**src/rtl/lstm_acc_pkg.sv**
```systemverilog
// rtl/lstm_acc_pkg.sv - shared LSTM accelerator sizes and cell-buffer reader state type
//
// Purpose: common localparams for the LSTM accelerator datapath and the
//          state enumeration of the cell buffer read sequencer.
// Ports:   none (package).
package lstm_acc_pkg;

  localparam int ELEMENT_BITS = 8;  // width of one data element
  localparam int FEATURE_BITS = 4;  // cell DPR address width
  localparam int M            = 9;  // elements per pass
  localparam int P            = 4;  // PEs in the systolic array

  typedef enum logic [2:0] {
    IDLE,
    FETCH,
    WAIT,
    HOLD,
    DRAIN,
    DONE
  } rd_state_t;

endpackage

```
**src/rtl/cell_buffer_reader_pe_tick_gen.sv**
```systemverilog
// rtl/cell_buffer_reader_pe_tick_gen.sv - PE period divider for the cell buffer reader
//
// Purpose: divides sys_clk into PE periods of PE_DIV cycles. The count is
//          0 in the first cycle of a period and is forced back to 0 by reset
//          or by i_clear, so the cycle after a clear is always offset 0.
// Ports:
//   sys_clk         in   system clock
//   reset           in   synchronous reset, active-high
//   i_clear         in   restart the period count (accepted start)
//   o_period_start  out  high in the last cycle of a period: the next edge
//                        begins a new period
//   o_tick_offset2  out  high in offset-1 cycles: the next edge is the one
//                        at which PE(0) data updates (period start + 2)
module pe_tick_gen #(
  parameter int PE_DIV = 5
) (
  input  logic sys_clk,
  input  logic reset,
  input  logic i_clear,
  output logic o_period_start,
  output logic o_tick_offset2
);

  localparam int CW = (PE_DIV > 1) ? $clog2(PE_DIV) : 1;
  localparam logic [CW-1:0] LAST_CNT = CW'(PE_DIV - 1);

  logic [CW-1:0] r_div_cnt;

  always_ff @(posedge sys_clk) begin
    if (reset || i_clear) begin
      r_div_cnt <= '0;
    end else if (r_div_cnt == LAST_CNT) begin
      r_div_cnt <= '0;
    end else begin
      r_div_cnt <= r_div_cnt + CW'(1);
    end
  end

  assign o_period_start = (r_div_cnt == LAST_CNT);
  assign o_tick_offset2 = (r_div_cnt == CW'(1));

endmodule

```
**src/rtl/cell_buffer_reader.sv**
```systemverilog
// rtl/cell_buffer_reader.sv - reads the LSTM cell DPR and feeds PE(0) once per PE period
//
// Purpose: on start, reads M cell elements in address order from the cell
//          DPR, presents one per PE period on first_pe_data, then pushes
//          P-1 zero periods through the array and pulses done.
// Ports:
//   sys_clk                   in   system clock
//   reset                     in   synchronous reset, active-high
//   start                     in   one-cycle pulse, begins a pass (IDLE/DONE only)
//   cell_out_buffer_data_out  in   cell DPR read data, valid 1 cycle after cs/oe
//   address_read_cell         out  cell DPR read address (held while cs=0)
//   cs_read_cell              out  cell DPR chip select, read side
//   oe_read_cell              out  cell DPR output enable
//   first_pe_data             out  registered data to PE(0)
//   first_pe_valid            out  first_pe_data holds a real element
//   pe_tick                   out  high in the cycle first_pe_data updates
//   busy                      out  pass in progress
//   done                      out  one-cycle pulse at end of pass
module cell_buffer_reader #(
  parameter int ELEMENT_BITS = lstm_acc_pkg::ELEMENT_BITS,
  parameter int FEATURE_BITS = lstm_acc_pkg::FEATURE_BITS,
  parameter int M            = lstm_acc_pkg::M,
  parameter int P            = lstm_acc_pkg::P,
  parameter int PE_DIV       = 5
) (
  input  logic                    sys_clk,
  input  logic                    reset,
  input  logic                    start,
  input  logic [ELEMENT_BITS-1:0] cell_out_buffer_data_out,
  output logic [FEATURE_BITS-1:0] address_read_cell,
  output logic                    cs_read_cell,
  output logic                    oe_read_cell,
  output logic [ELEMENT_BITS-1:0] first_pe_data,
  output logic                    first_pe_valid,
  output logic                    pe_tick,
  output logic                    busy,
  output logic                    done
);

  import lstm_acc_pkg::*;

  // Period index runs 0..M+P-2, so M+P-1 must be representable.
  localparam int KW = $clog2(M + P);
  localparam logic [KW-1:0] K_ELEM_END = KW'(M);          // first drain period
  localparam logic [KW-1:0] K_PASS_END = KW'(M + P - 1);  // period index of DONE

  rd_state_t               r_state;
  logic [KW-1:0]           r_elem_cnt;
  logic [FEATURE_BITS-1:0] r_addr;
  logic                    r_cs;
  logic [ELEMENT_BITS-1:0] r_data;
  logic                    r_valid;
  logic                    r_tick;
  logic                    r_busy;
  logic                    r_done;

  logic          w_accept;
  logic          w_period_start;
  logic          w_tick_offset2;
  logic [KW-1:0] w_next_k;

  // Start is honoured only between passes; DONE counts as between passes.
  assign w_accept = start && ((r_state == IDLE) || (r_state == DONE));
  assign w_next_k = r_elem_cnt + KW'(1);

  pe_tick_gen #(
    .PE_DIV (PE_DIV)
  ) u_pe_tick_gen (
    .sys_clk        (sys_clk),
    .reset          (reset),
    .i_clear        (w_accept),
    .o_period_start (w_period_start),
    .o_tick_offset2 (w_tick_offset2)
  );

  always_ff @(posedge sys_clk) begin
    if (reset) begin
      r_state    <= IDLE;
      r_elem_cnt <= '0;
      r_addr     <= '0;
      r_cs       <= 1'b0;
      r_data     <= '0;
      r_valid    <= 1'b0;
      r_tick     <= 1'b0;
      r_busy     <= 1'b0;
      r_done     <= 1'b0;
    end else begin
      // Strobes default low; each is raised for exactly one cycle below.
      r_cs   <= 1'b0;
      r_tick <= 1'b0;
      r_done <= 1'b0;

      case (r_state)
        IDLE, DONE: begin
          if (w_accept) begin
            r_state    <= FETCH;
            r_elem_cnt <= '0;
            r_addr     <= '0;
            r_cs       <= 1'b1;
            r_busy     <= 1'b1;
          end else begin
            r_state <= IDLE;
          end
        end

        FETCH: r_state <= WAIT;

        // DPR data is on the bus during WAIT; capture it on the closing edge.
        WAIT: begin
          r_data  <= cell_out_buffer_data_out;
          r_valid <= 1'b1;
          r_tick  <= 1'b1;
          r_state <= HOLD;
        end

        HOLD, DRAIN: begin
          // Drain periods push a zero bubble at the same offset an element would land.
          if ((r_state == DRAIN) && w_tick_offset2) begin
            r_data  <= '0;
            r_valid <= 1'b0;
            r_tick  <= 1'b1;
          end
          if (w_period_start) begin
            r_elem_cnt <= w_next_k;
            if (w_next_k < K_ELEM_END) begin
              r_state <= FETCH;
              r_cs    <= 1'b1;
              r_addr  <= r_addr + FEATURE_BITS'(1);
            end else if (w_next_k < K_PASS_END) begin
              r_state <= DRAIN;
            end else begin
              r_state <= DONE;
              r_busy  <= 1'b0;
              r_done  <= 1'b1;
            end
          end
        end

        default: r_state <= IDLE;
      endcase
    end
  end

  assign address_read_cell = r_addr;
  assign cs_read_cell      = r_cs;
  assign oe_read_cell      = r_cs;
  assign first_pe_data     = r_data;
  assign first_pe_valid    = r_valid;
  assign pe_tick           = r_tick;
  assign busy              = r_busy;
  assign done              = r_done;

endmodule
```
**config.mk**
```make
export PLATFORM = sky130hd
export DESIGN_NAME = cell_buffer_reader
export DESIGN_NICKNAME = d
export VERILOG_FILES = /design/src/rtl/lstm_acc_pkg.sv /design/src/rtl/cell_buffer_reader_pe_tick_gen.sv /design/src/rtl/cell_buffer_reader.sv
export SDC_FILE = /design/constraint.sdc
export NUM_CORES = 1
export LEC_CHECK = 0
export CAP_MARGIN = 30
export CORE_ASPECT_RATIO = 0.5
export CORE_MARGIN = 1
export CORE_UTILIZATION = 49
export DETAILED_ROUTE_END_ITERATION = 10
export PLACE_DENSITY = 0.78
export RECOVER_POWER = 25
export REMOVE_ABC_BUFFERS = 1
export SKIP_LAST_GASP = 1
export SYNTH_ARGS = -nofsm -noshare
export SYNTH_HDL_FRONTEND = slang
export SYNTH_SLANG_ARGS = --single-unit
export TNS_END_PERCENT = 1
```
**constraint.sdc**
```tcl
create_clock -name sys_clk -period 2 [get_ports sys_clk]
set_input_delay 0.2 -clock sys_clk [delete_from_list [all_inputs] [get_ports sys_clk]]
set_output_delay 0.2 -clock sys_clk [all_outputs]
set_load 0.005 [all_outputs]
```
==> results of run 1 <==
cells in the final DEF, fill, tap and decap left out, drive strengths merged, types with 6 or more instances in the layout:
cell type	synthesis	layout
dlygate4sd3	0	10
clkdlybuf4s50	0	18
nor2	20	20
buf	4	10
dfxtp	27	27
a21oi	9	9
inv	6	6
nand2	7	7
o21ai	6	6
a22oi	7	7
registers in the layout, indices dropped and copies added, names as in the netlist:
signal                   flops
first_pe_data                8
address_read_cell            4
r_elem_cnt                   4
r_state                      3
u_pe_tick_gen.r_div_cnt      3
busy                         1
cs_read_cell                 1
done                         1
first_pe_valid               1
pe_tick                      1
worst register-to-register path: stages, from the launching register on:
cell      delay, ns
dfxtp_1        0.57
a21boi_0       0.19
a221oi_2       0.33
o32ai_2        0.20
or3_1          0.38
a21boi_1       0.16
metal layers:
layer	track usage	vias up	share of wire
met5	0	-	0
met1	0.259	500	0.50
met2	0.324	29	0.43
met4	0.0425	0	0.0078
li1	-	556	-
met3	0.0658	2	0.061
stage by stage:
stage                     area, um2   util  hold WS [ns]  power [mW]  setup TNS [ns]
after floorplan                1240      -         0.269       0.709               0
after global placement         1640  0.697         0.445       0.813               0
after detailed placement       1640  0.697         0.459       0.818         -0.0388
after CTS                      1690  0.718         0.475        1.13               0
after global routing           1690  0.718         0.516        1.16        -0.00284
final                          1690  0.718         0.478        1.11               0
worst max-delay path by stage:
stage	cells past startpoint	end	slack, ns	start
finish	5	address_read_cell[3]	0.11	r_state[0]
global route	6	address_read_cell[2]	-0.003	r_state[0]
CTS	5	address_read_cell[3]	0.1	r_state[0]
detailed placement	6	r_elem_cnt[2]	-0.02	start
global placement	6	r_elem_cnt[2]	0.01	start
floorplan	5	r_elem_cnt[2]	0.18	r_state[2]
kinds of logic after synthesis:
family,after synthesis,share of synthesized area
AND/OR/NAND/NOR,54,0.251
AO/OA/AOI/OAI,32,0.184
flip-flops,27,0.417
buffers and inverters,12,0.0588
XOR/XNOR,5,0.0338
adder cells (fa/ha/maj),5,0.0482
multiplexers,1,0.00771
layout make-up:
type	count	area share
clock buffer	3	0.0244
clock inverter	1	0.00444
inverter	6	0.0133
multi-input combinational	97	0.402
sequential	27	0.320
tap	35	0.0259
timing repair buffer	38	0.210
power by group:
group | switching, mW | internal, mW
combinational | 0.0961 | 0.114
sequential | 0.0249 | 0.566
clock | 0.169 | 0.141
total | 0.290 | 0.821
timing repair:
item / 4_1_cts / 5_1_grt
gates resized for setup: 0 / 0
buffers inserted: 0 / 0
endpoints found under the setup margin: 0 / 1
==> flow_summary.toml, run 1 <==
[worst_setup_path]
r2r-start = "r_state[0]"
max_stage_delay_ns = 0.57
cp-end-kind = "register"
cp_top_family = "compound AO/OA/AOI/OAI gates"
crit_path_start_kind = "register"
critPathMaxFanout = 10
path_buf_inv = 0
criticalPathCategory = "register to register"
cp_data_required_time_ns = 2.20
r2r-end = "address_read_cell[3]"
slowest_stage = "dfxtp_1"
cp.arrival_ns = 2.10
path_cells = "a21boi_0 -> a221oi_2 -> o32ai_2 -> or3_1 -> a21boi_1"
reg2reg_setup_slack_ns = 0.11
reg2reg_depth = 5

[timing]
slew_viol_final = 0
timing.slew.headroom = 0.593
fmax_mhz = 529
setup_viol = 0
fin_crit_ns = 1.89
fin_skew_ns = 0.00369
setup_ws_ns = 0.109
worst_slew_pin_slew_ns = 0.606
period_share = 0.946
finalHoldViolCount = 0
rsz0062_at_grt = "yes"

[yosys]
synth_seq_cells = 27
yosys_warnings = 0
ys_async_sr_fraction = 0
yosysSeqAreaShare = 0.417
synth_top_area_share = 0.417
yosys.area.top_type = "dfxtp_1"
yosysMostFrequentCell = "dfxtp_1"
synth.area.top_cells = "dfxtp_1 42%, nor2_1 5.5%, ha_1 4.8%"
syn_avg_cell_area_um2 = 9.54
synth.top_cells.by_count = "27 x dfxtp_1, 19 x nor2_1, 9 x a21oi_1"
synth-edff-count = 0
synth_flop_cell = "dfxtp_1"
synth_cells = 136
yosysUniqueCellTypes = 46
synth_area_um2 = 1300

[routing]
wl_um = 2560
vias = 1087
drt_iter0_markers = 48
wl_per_cell_um = 12.4
via_per_inst = 5.25
first_pass_iters = 4
drcViolationCount = 0
antenna_left = 0

[cts]
clkLatencyLatePin_ns = 0.27
tritoncts = "yes"
holdBufCountCts = 0
clockRootBuffer = "clkbuf_8"
cts-htree-levels = 1
max-clock-path-buffers = 2
cts_made_buffers = 3
clkSinkCount = 27
clkTransAtPathRegs_ns = 0.09

[global_routing]
grt_pass1_wl_um = 4130
antenna_found_initial = 0
grt_overflow = 0
grt_use_total = 0.199
grt_max_degree = 17
grt_pass1_vias = 917

[pwr]
p_per_area_nw_per_um2 = 657
ir_drop_mv = 0.408
p_leak_nw = 0.673

[place]
place_inst = 203
numPortBuffers = 28
gp_congestion = 0.850
dp.final_hpwl_um = 1950
place_ws_ns = -0.0176

[finish]
layoutNonFillerInstCount = 207
drive_gt1_frac = 0.151
fill_cells = 185
diodes = 0
multiInputGateArea_um2 = 681
area_growth_pct = 30.4
seqCellArea_um2 = 541
finalNetCount = 189

[hold_path]
hold_depth = 1
hold_path_end = "u_pe_tick_gen.r_div_cnt[0]"
hold_path_class = "register to register"
hp-start = "u_pe_tick_gen.r_div_cnt[0]"

[floorplan]
fp.dieW_um = 74.8
io_pins = 29
die_y_um = 38.4
coreArea_um2 = 2360
dieArea_um2 = 2870
start_util = 0.550
row_count = 12

[run_status]
outcome = "completed"

[flow_run]
drv_cap = 0
Power figures use the tool's default switching activity.
==> run 2: changes to the inputs <==
CORE_ASPECT_RATIO = default   (was 0.5)
CORE_UTILIZATION = 53   (was 49)
PLACE_DENSITY = 0.83   (was 0.78)
clock period = 2.2 ns   (was 2 ns; I/O delays follow)
==> flow_summary.toml, run 2 (same netlist as run 1, synthesis figures left out) <==
[floorplan]
die_y_um = 51.5
coreArea_um2 = 2250
dieArea_um2 = 2650
fp.dieW_um = 51.5
io_pins = 29
row_count = 17
start_util = 0.575

[pwr]
p_per_area_nw_per_um2 = 576
p_int_uw = 675
switching_share = 0.268
p_leak_nw = 0.626
p_total_uw = 923
combPwrFrac = 0.187
ir_drop_mv = 0.541
p_seq_frac = 0.586
power.switching_uw = 248
clkPwrFrac = 0.228

[worst_setup_path]
cp-end-kind = "register"
crit_path_start_kind = "register"
critPathMaxFanout = 10
criticalPathCategory = "register to register"
cp_data_required_time_ns = 2.46
cp.arrival_ns = 2.30

[finish]
finalNetCount = 182
drive_gt1_frac = 0.103
largest_reg_flops = 8
stdcell_area_um2 = 1600
layout_common_cells = "27 x dfxtp_1, 19 x nor2_1, 19 x clkdlybuf4s50_1"
area_growth_pct = 23.6
diodes = 0
final_common_cell = "dfxtp_1"

[hold_path]
hold_path_class = "register to register"

[timing]
timing.slew.headroom = 0.535
fin_crit_ns = 2.03
slew_viol_final = 0
period_share = 0.924
fmax_mhz = 492
worst_slew_pin_slew_ns = 0.692
fin_skew_ns = 0.00290
rsz0062_at_grt = "no"
finalHoldViolCount = 0
setup_viol = 0
setup_tns_ns = 0

[routing]
via_per_inst = 5.50
vias = 1061
drt_iter0_markers = 14
antenna_left = 0
first_pass_iters = 4
wl_per_cell_um = 14.1
drcViolationCount = 0
wl_um = 2710

[cts]
clkLatencyLatePin_ns = 0.32
holdBufCountCts = 0
clockRootBuffer = "clkbuf_4"
clkSinkCount = 27
cts_made_buffers = 3
clkTransAtPathRegs_ns = 0.14
cts_setup_buffers = 0
cts_resized = 0
max-clock-path-buffers = 2
tritoncts = "yes"
cts-htree-levels = 1

[global_routing]
grt_overflow = 0
grt_pass1_vias = 1085
grt_use_total = 0.238
grt_max_degree = 15
antenna_found_initial = 0
grt_pass1_wl_um = 4680

[place]
numPortBuffers = 28
gp_congestion = 0.798
dp.final_hpwl_um = 2050
postPlaceCellArea_um2 = 1580

[run_status]
outcome = "completed"

[flow_run]
drv_cap = 0
==> run 2: changes by cell type in the layout (fill, tap and decap cells not counted), sizes merged <==
cell	delta
dlygate4sd3	-1
clkbuf	+2
buf	-8
clkinvlp	-1
clkdlybuf4s50	+1
==> run 2: layout make-up <==
class / count / area (um2)
clock buffer: 4 / 26.3
fill: 189 / 651
inverter: 6 / 22.5
multi-input combinational: 97 / 681
sequential: 27 / 541
tap: 28 / 35.0
timing repair buffer: 31 / 299
==> run 2: power groups by stage <==
stage | Combinational [mW] | Sequential [mW] | Clock (mW)
2_1_floorplan | 0.0958 | 0.548 | 0
3_3_place_gp | 0.172 | 0.549 | 0
3_5_place_dp | 0.177 | 0.551 | 0
4_1_cts | 0.178 | 0.541 | 0.218
5_1_grt | 0.192 | 0.545 | 0.235
6_report | 0.173 | 0.541 | 0.210
==> run 2: through the flow <==
step,cells,setup WS (ns),hold WS (ns),util
5_1_grt,193,0.0574,0.507,0.711
4_1_cts,193,0.177,0.496,0.713
3_3_place_gp,189,0.103,0.444,0.701
2_1_floorplan,130,0.375,0.289,-
3_5_place_dp,189,0.0334,0.471,0.701
6_report,193,0.166,0.492,0.711
==> run 2: path summary, 6_finish.rpt <==
kind | start | endpoint | slack (ns) | depth (start not counted)
setup reg to reg | r_state[2] | address_read_cell[3] | 0.17 | 5
hold / removal | first_pe_valid | first_pe_valid | 0.49 | 2
setup / recovery | r_state[2] | address_read_cell[3] | 0.17 | 5
hold reg to reg | first_pe_valid | first_pe_valid | 0.49 | 2
==> run 2: critical path: stages, from the launching register on <==
cell and delay [ns]:
dfxtp_1 0.63, and2b_2 0.30, a22oi_4 0.31, o32ai_2 0.19, or3_1 0.39, a21boi_1 0.15
==> run 2: per-layer routing <==
metal  track usage  part of all wire
met4        0.0541            0.0081
met3        0.0536             0.022
met5             0                 0
met2         0.450              0.52
met1         0.264              0.45
